**src/rtl/clock_divider.sv**
```systemverilog
// -----------------------------------------------------------------------------
// clock_divider
//
// Purpose
//   Produces a 50%-duty square wave at clk_FPGA / (2 * MAXIMUM_VALUE). A single
//   wrap-around counter marks out each half period, and a toggle flop flips the
//   output at the end of every half period. Intended to be fed directly by the
//   board oscillator and used as a low-rate tick or enable.
//
// Parameters
//   FREQUENCY          desired output frequency in Hz
//   REFERENCE_CLOCK    frequency of clk_FPGA in Hz
//   MAXIMUM_VALUE      half-period length in clk_FPGA cycles (truncated ratio)
//   NBITS_FOR_COUNTER  half-period counter width
//
// Ports
//   clk_FPGA      in   1  reference clock, all logic on its rising edge
//   reset         in   1  synchronous, active-high reset
//   clock_signal  out  1  divided clock, driven straight from a flop
// -----------------------------------------------------------------------------

package clock_divider_pkg;

    // Smallest n such that 2**n > x, so an n-bit counter can hold 0..x.
    // Examples: 5 -> 3, 4 -> 3, 1 -> 1.
    function automatic int ceil_log2(input int x);
        int n;
        n = 0;
        while ((64'd1 << n) <= 64'(x)) begin
            n++;
        end
        return n;
    endfunction

endpackage

module clock_divider
    import clock_divider_pkg::*;
#(
    parameter int FREQUENCY         = 5_000_000,
    parameter int REFERENCE_CLOCK   = 50_000_000,
    parameter int MAXIMUM_VALUE     = (REFERENCE_CLOCK / FREQUENCY) / 2,
    parameter int NBITS_FOR_COUNTER = ceil_log2(MAXIMUM_VALUE)
) (
    input  logic clk_FPGA,
    input  logic reset,
    output logic clock_signal
);

    // -------------------------------------------------------------------------
    // Elaboration-time legality checks
    // -------------------------------------------------------------------------
    if (MAXIMUM_VALUE < 1) begin : g_bad_ratio
        $error("clock_divider: MAXIMUM_VALUE=%0d < 1 (FREQUENCY too high for REFERENCE_CLOCK)",
               MAXIMUM_VALUE);
    end

    if (NBITS_FOR_COUNTER < ceil_log2(MAXIMUM_VALUE)) begin : g_bad_width
        $error("clock_divider: NBITS_FOR_COUNTER=%0d too narrow for MAXIMUM_VALUE=%0d",
               NBITS_FOR_COUNTER, MAXIMUM_VALUE);
    end

    // -------------------------------------------------------------------------
    // Constants sized to the counter so the terminal compare uses full width
    // -------------------------------------------------------------------------
    localparam logic [NBITS_FOR_COUNTER-1:0] CountLast = NBITS_FOR_COUNTER'(MAXIMUM_VALUE - 1);
    localparam logic [NBITS_FOR_COUNTER-1:0] CountOne  = NBITS_FOR_COUNTER'(1);
    localparam logic [NBITS_FOR_COUNTER-1:0] CountZero = '0;

    // -------------------------------------------------------------------------
    // State
    // -------------------------------------------------------------------------
    logic [NBITS_FOR_COUNTER-1:0] count_q;
    logic [NBITS_FOR_COUNTER-1:0] count_d;
    logic                         clock_signal_q;
    logic                         clock_signal_d;
    logic                         half_period_done;

    // -------------------------------------------------------------------------
    // Next-state logic
    // -------------------------------------------------------------------------
    // The counter wraps at MAXIMUM_VALUE-1, so it can never reach 2**NBITS and
    // no overflow path exists.
    assign half_period_done = (count_q == CountLast);

    always_comb begin
        // NOTE: every signal gets a default first so no path leaves it unassigned,
        // which would otherwise infer a latch.
        count_d        = count_q + CountOne;
        clock_signal_d = clock_signal_q;

        if (half_period_done) begin
            count_d        = CountZero;
            clock_signal_d = ~clock_signal_q;
        end
    end

    // -------------------------------------------------------------------------
    // Registers
    // -------------------------------------------------------------------------
    // Reset is sampled only on the clock edge and takes priority over counting;
    // there is no partial-period memory across a reset.
    always_ff @(posedge clk_FPGA) begin
        // NOTE: sequential state uses non-blocking assignments so every flop
        // samples its input from before the edge, independent of statement order.
        if (reset) begin
            count_q        <= CountZero;
            clock_signal_q <= 1'b0;
        end else begin
            count_q        <= count_d;
            clock_signal_q <= clock_signal_d;
        end
    end

    // Output comes straight from a flop, so it is glitch-free.
    assign clock_signal = clock_signal_q;

endmodule

```
**config.mk**
```make
export PLATFORM = sky130hd
export DESIGN_NAME = clock_divider
export DESIGN_NICKNAME = d
export VERILOG_FILES = /design/src/rtl/clock_divider.sv
export SDC_FILE = /design/constraint.sdc
export NUM_CORES = 1
export LEC_CHECK = 0
export BUFFER_PORTS_ARGS = -buffer_cell sky130_fd_sc_hd__buf_2
export CAP_MARGIN = 30
export CORE_AREA = 2 2 39 41
export DETAILED_ROUTE_END_ITERATION = 6
export DIE_AREA = 0 0 41 43
export PLACE_DENSITY = 0.35
export SYNTH_ARGS = -nofsm -noshare
export SYNTH_HDL_FRONTEND = slang
export SYNTH_SLANG_ARGS = --single-unit
```
**constraint.sdc**
```tcl
create_clock -name clk_FPGA -period 1.2 [get_ports clk_FPGA]
set_clock_uncertainty 0.1 [all_clocks]
set_input_delay 0.24 -clock clk_FPGA [delete_from_list [all_inputs] [get_ports clk_FPGA]]
set_output_delay 0.24 -clock clk_FPGA [all_outputs]
set_load 0.005 [all_outputs]
```
# After elaboration in Yosys (flattened, before gate mapping)
# Index checks and enable logic that the tools add are counted.
# W data, S select, Z words.
[totals]
regBits = 4
out_inout_bits = 1
input_bits = 2
elab_cells = 6
[op_classes]
n_bitwise = 1
n_eq_ne = 1
reduce_logical = 1
add_sub_neg = 1
[op_table]
columns = ["op", "count"]
rows = [
  ["$add A3 B1 Y3 const B", 1],
  ["$eq A3 B3 Y1 const B", 1],
  ["$reduce_or A2 Y1", 1],
  ["$not A1 Y1", 1],
]

# Longest topological paths before layout
[logic_depth]
ltp_word = 2
depth_mapped = 4
ltp_nobuf = 4

# Least setup slack after synthesis
# Ideal clock, no wire load.
[synth_path]
path_type = "flip-flop to flip-flop"
from = "register count_q[0]"
to = "register clock_signal_q, in the netlist clock_signal"
synth_period_minus_slack_ns = 1.225
path_slack_ns = -0.025
stages_incl_launch_ff = 5
arrival_time_ns = 1.004
t_required_ns = 0.979
cell_sequence = "dfxtp_1 > inv_1 > ha_1 > and2_2 > mux2_2"
[synth_via]
elab_chain_cells = 1
[synth_rtl]
columns = ["item", "line", "text"]
rows = [
  ["start, declared", "73", "logic [NBITS_FOR_COUNTER-1:0] count_q;"],
  ["start signal, assigned", "107", "count_q <= CountZero;"],
  ["start signal, assigned", "110", "count_q <= count_d;"],
  ["$eq A3 B3 Y1", "84", "assign half_period_done = (count_q == CountLast);"],
  ["end signal, assigned", "111", "clock_signal_q <= clock_signal_d;"],
  ["end, declared", "75", "logic clock_signal_q;"],
]
# No other way between the ends.
# A chain may end at the register's enable or synchronous reset.

# Worst setup path after layout
# Same ends and word-level chain as after synthesis.

==> results.cfg <==
[outcome]
outcome = finished clean

[synthesis]
synth_xor_area_share_pct = 0
yosysSeqAreaShare_pct = 45.4
syn_area_sq_um = 176
synth.area.top_cells = dfxtp_1, ha_1, mux2_2
synth.largest_area_cell = dfxtp_1
synth-simple-area-share_pct = 27.0
synth.area.mux_share_pct = 6.38
synth_top_cell_area_share_pct = 45.4
syn-mean-instance-area_sq_um = 10.4
synth_fp_nets = 21
synth_top_family_by_area = simple AND/OR/NAND/NOR gates
synth-compound-area-share_pct = 2.84
synthAdderAreaFrac_pct = 14.2
synthCells = 17
yosysWarningCount = 0
yosys_register_bits = 4
ys_types = 12

[cts]
htreeDepth = 1
insertion_delay_ns = 0.23
cts_tree = built
clock_path_buffers = 2
clk_pin_slew_ns = 0.04
cts-root-buf = clkbuf_4
hold_buffers = 0
clkSinkCount = 4
numCtsBuffers = 3

[setup_path]
critical_path.top_delay_family = flip-flops
crit_fanout = 3
critPathArrivalTime_ns = 1.20
cp.required_ns = 1.22
crit_type = reg2reg
cp_num_buf_inv = 1
crit_path_top_delay_cell = dfxtp_2
worstSetupEndpointType = flop
path_cells = inv_2 -> ha_4 -> and2_4 -> mux2_4
critPathLaunchType = flop
slowest_delay_ns = 0.35

[flow_run]
drv_cap = 0

[final_layout]
final_nets = 29
fin_cells = 39
diodes = 0
drive_gt1_share_pct = 69.6
nFillCells = 157
final_util_pct = 19.1
area_growth_pct = 49.6

[power]
peakVddDrop_uv = 451
finalPower_mw = 0.363
cellLeakagePower_nw = 0.107
power_density_mw_per_mm2 = 1380

[sta]
drv_slew = 0
fin_ws_ns = 0.0191
timing.final.crit_share_pct = 98.4
tns_ns = 0
rsz0062_at_grt = yes
hold_viol = 0
fmax_ghz = 0.847
slew_headroom_pct = 89.5
fin_crit_ns = 1.18
setup-violations-final = 0
tightest_slew_ns = 0.157

[floorplan]
start_util_pct = 12.7
coreArea_sq_mm = 0.00138
die_w_um = 41
die_y_um = 43
io_pins = 3
dieArea_sq_mm = 0.00176
num_rows = 14

[route]
routed_wl_um = 361
via_per_inst = 3.36
detail_route.wl_per_cell_um = 9.26
detail-route-antenna-nets = 0
drc_errors = 0
vias = 131
firstDrtPassIters = 1
drtIter0Drc = 0

[placed_design]
place_inst = 35
place.gp.congestion = 0.615
place_worst_setup_slack_ns = -0.0213
numPortBuffers = 2

[global_route]
grt_pass1_vias = 157
grt_pass1_wl_um = 586
antenna_found_initial = 0
grt_max_degree = 6
globalRouteOverflowTotal = 0
grt_use_total_pct = 5.23

[min_path]
hp-class = in2reg
==> logic make-up after synthesis <==
kind of cell,Yosys count
muxes,1
buffers and inverters,2
DFF,4
adders and majority gates,2
and+or+nand+nor,7
AOI/OAI and AO/OA,1
==> per-layer routing <==
layer | vias to the layer above | GRT usage (%) | wire length (um)
met5 | - | 0 | 0
met4 | 0 | 4.00 | 0
met3 | 0 | 3.14 | 17
met2 | 3 | 7.50 | 205
met1 | 60 | 5.16 | 138
li1 | 68 | - | -
==> state kept, by name, summed over array words and instances, names as in the netlist <==
name	cells
count_q	3
clock_signal	1
==> power breakdown <==
group	switching, mW	internal (mW)
Combinational	0.0199	0.0263
Clock	0.0512	0.112
Sequential	0.00846	0.146
==> path summary, 6_finish.rpt <==
path              startpoint            to  slack [ns]  depth (start not counted)
setup / recovery  count_q[0]  clock_signal        0.02                          4
hold reg to reg   count_q[0]    count_q[0]        0.35                          1
setup reg to reg  count_q[0]  clock_signal        0.02                          4
hold / removal         reset    count_q[1]        0.14                          2
==> cell usage after synthesis <==
library cell  instances
nor3_1                1
a21oi_1               1
nor2_1                1
mux2_2                1
inv_1                 2
nor3b_1               1
ha_1                  2
or3b_1                1
nor2b_1               1
or2b_2                1
and2_2                1
dfxtp_1               4
==> metrics by stage <==
step | instance area [sq um] | hold slack, ns
final | 264 | 0.143
after global placement | 209 | 0.309
after global routing | 264 | 0.139
after CTS | 251 | 0.127
after floorplan | 179 | 0.209
after detailed placement | 209 | 0.317
==> repair_timing <==
item	CTS	global route
resized for setup	4	4
hold endpoints to repair	0	0
pin swaps	3	0
endpoints found under the setup margin	2	3
cloned	0	0
setup buffers	1	0
==> final cells by class <==
| cell class | count | area [sq um] | share of cell area, % |
|---|---|---|---|
| Timing Repair Buffer | 3 | 17.5 | 6.64 |
| Sequential cell | 4 | 82.6 | 31.3 |
| Tap cell | 16 | 20.0 | 7.58 |
| Multi-Input combinational cell | 11 | 114 | 43.1 |
| Inverter | 2 | 7.51 | 2.84 |
| Clock buffer | 3 | 22.5 | 8.53 |
==> layout by cell type (no fill, tap or decap) <==
cell type / n
clkbuf_4: 3
inv_2: 2
dfxtp_1: 2
dfxtp_2: 2
buf_2: 2
and2_4: 1
nor3b_2: 1
or2b_2: 1
or3b_1: 1
a21oi_1: 1
nor2b_1: 1
nor2_1: 1
mux2_4: 1
nor3_1: 1
ha_4: 1
ha_2: 1
buf_4: 1
==> worst reg2reg max path, delay by kind of cell, from the launching register on <==
family,cells,cell delay (ns)
DFF,1,0.35
muxes,1,0.28
adders and majority gates,1,0.15
and+or+nand+nor,1,0.14
buffers and inverters,1,0.05
Note: power is estimated with default switching activity, not from simulation.
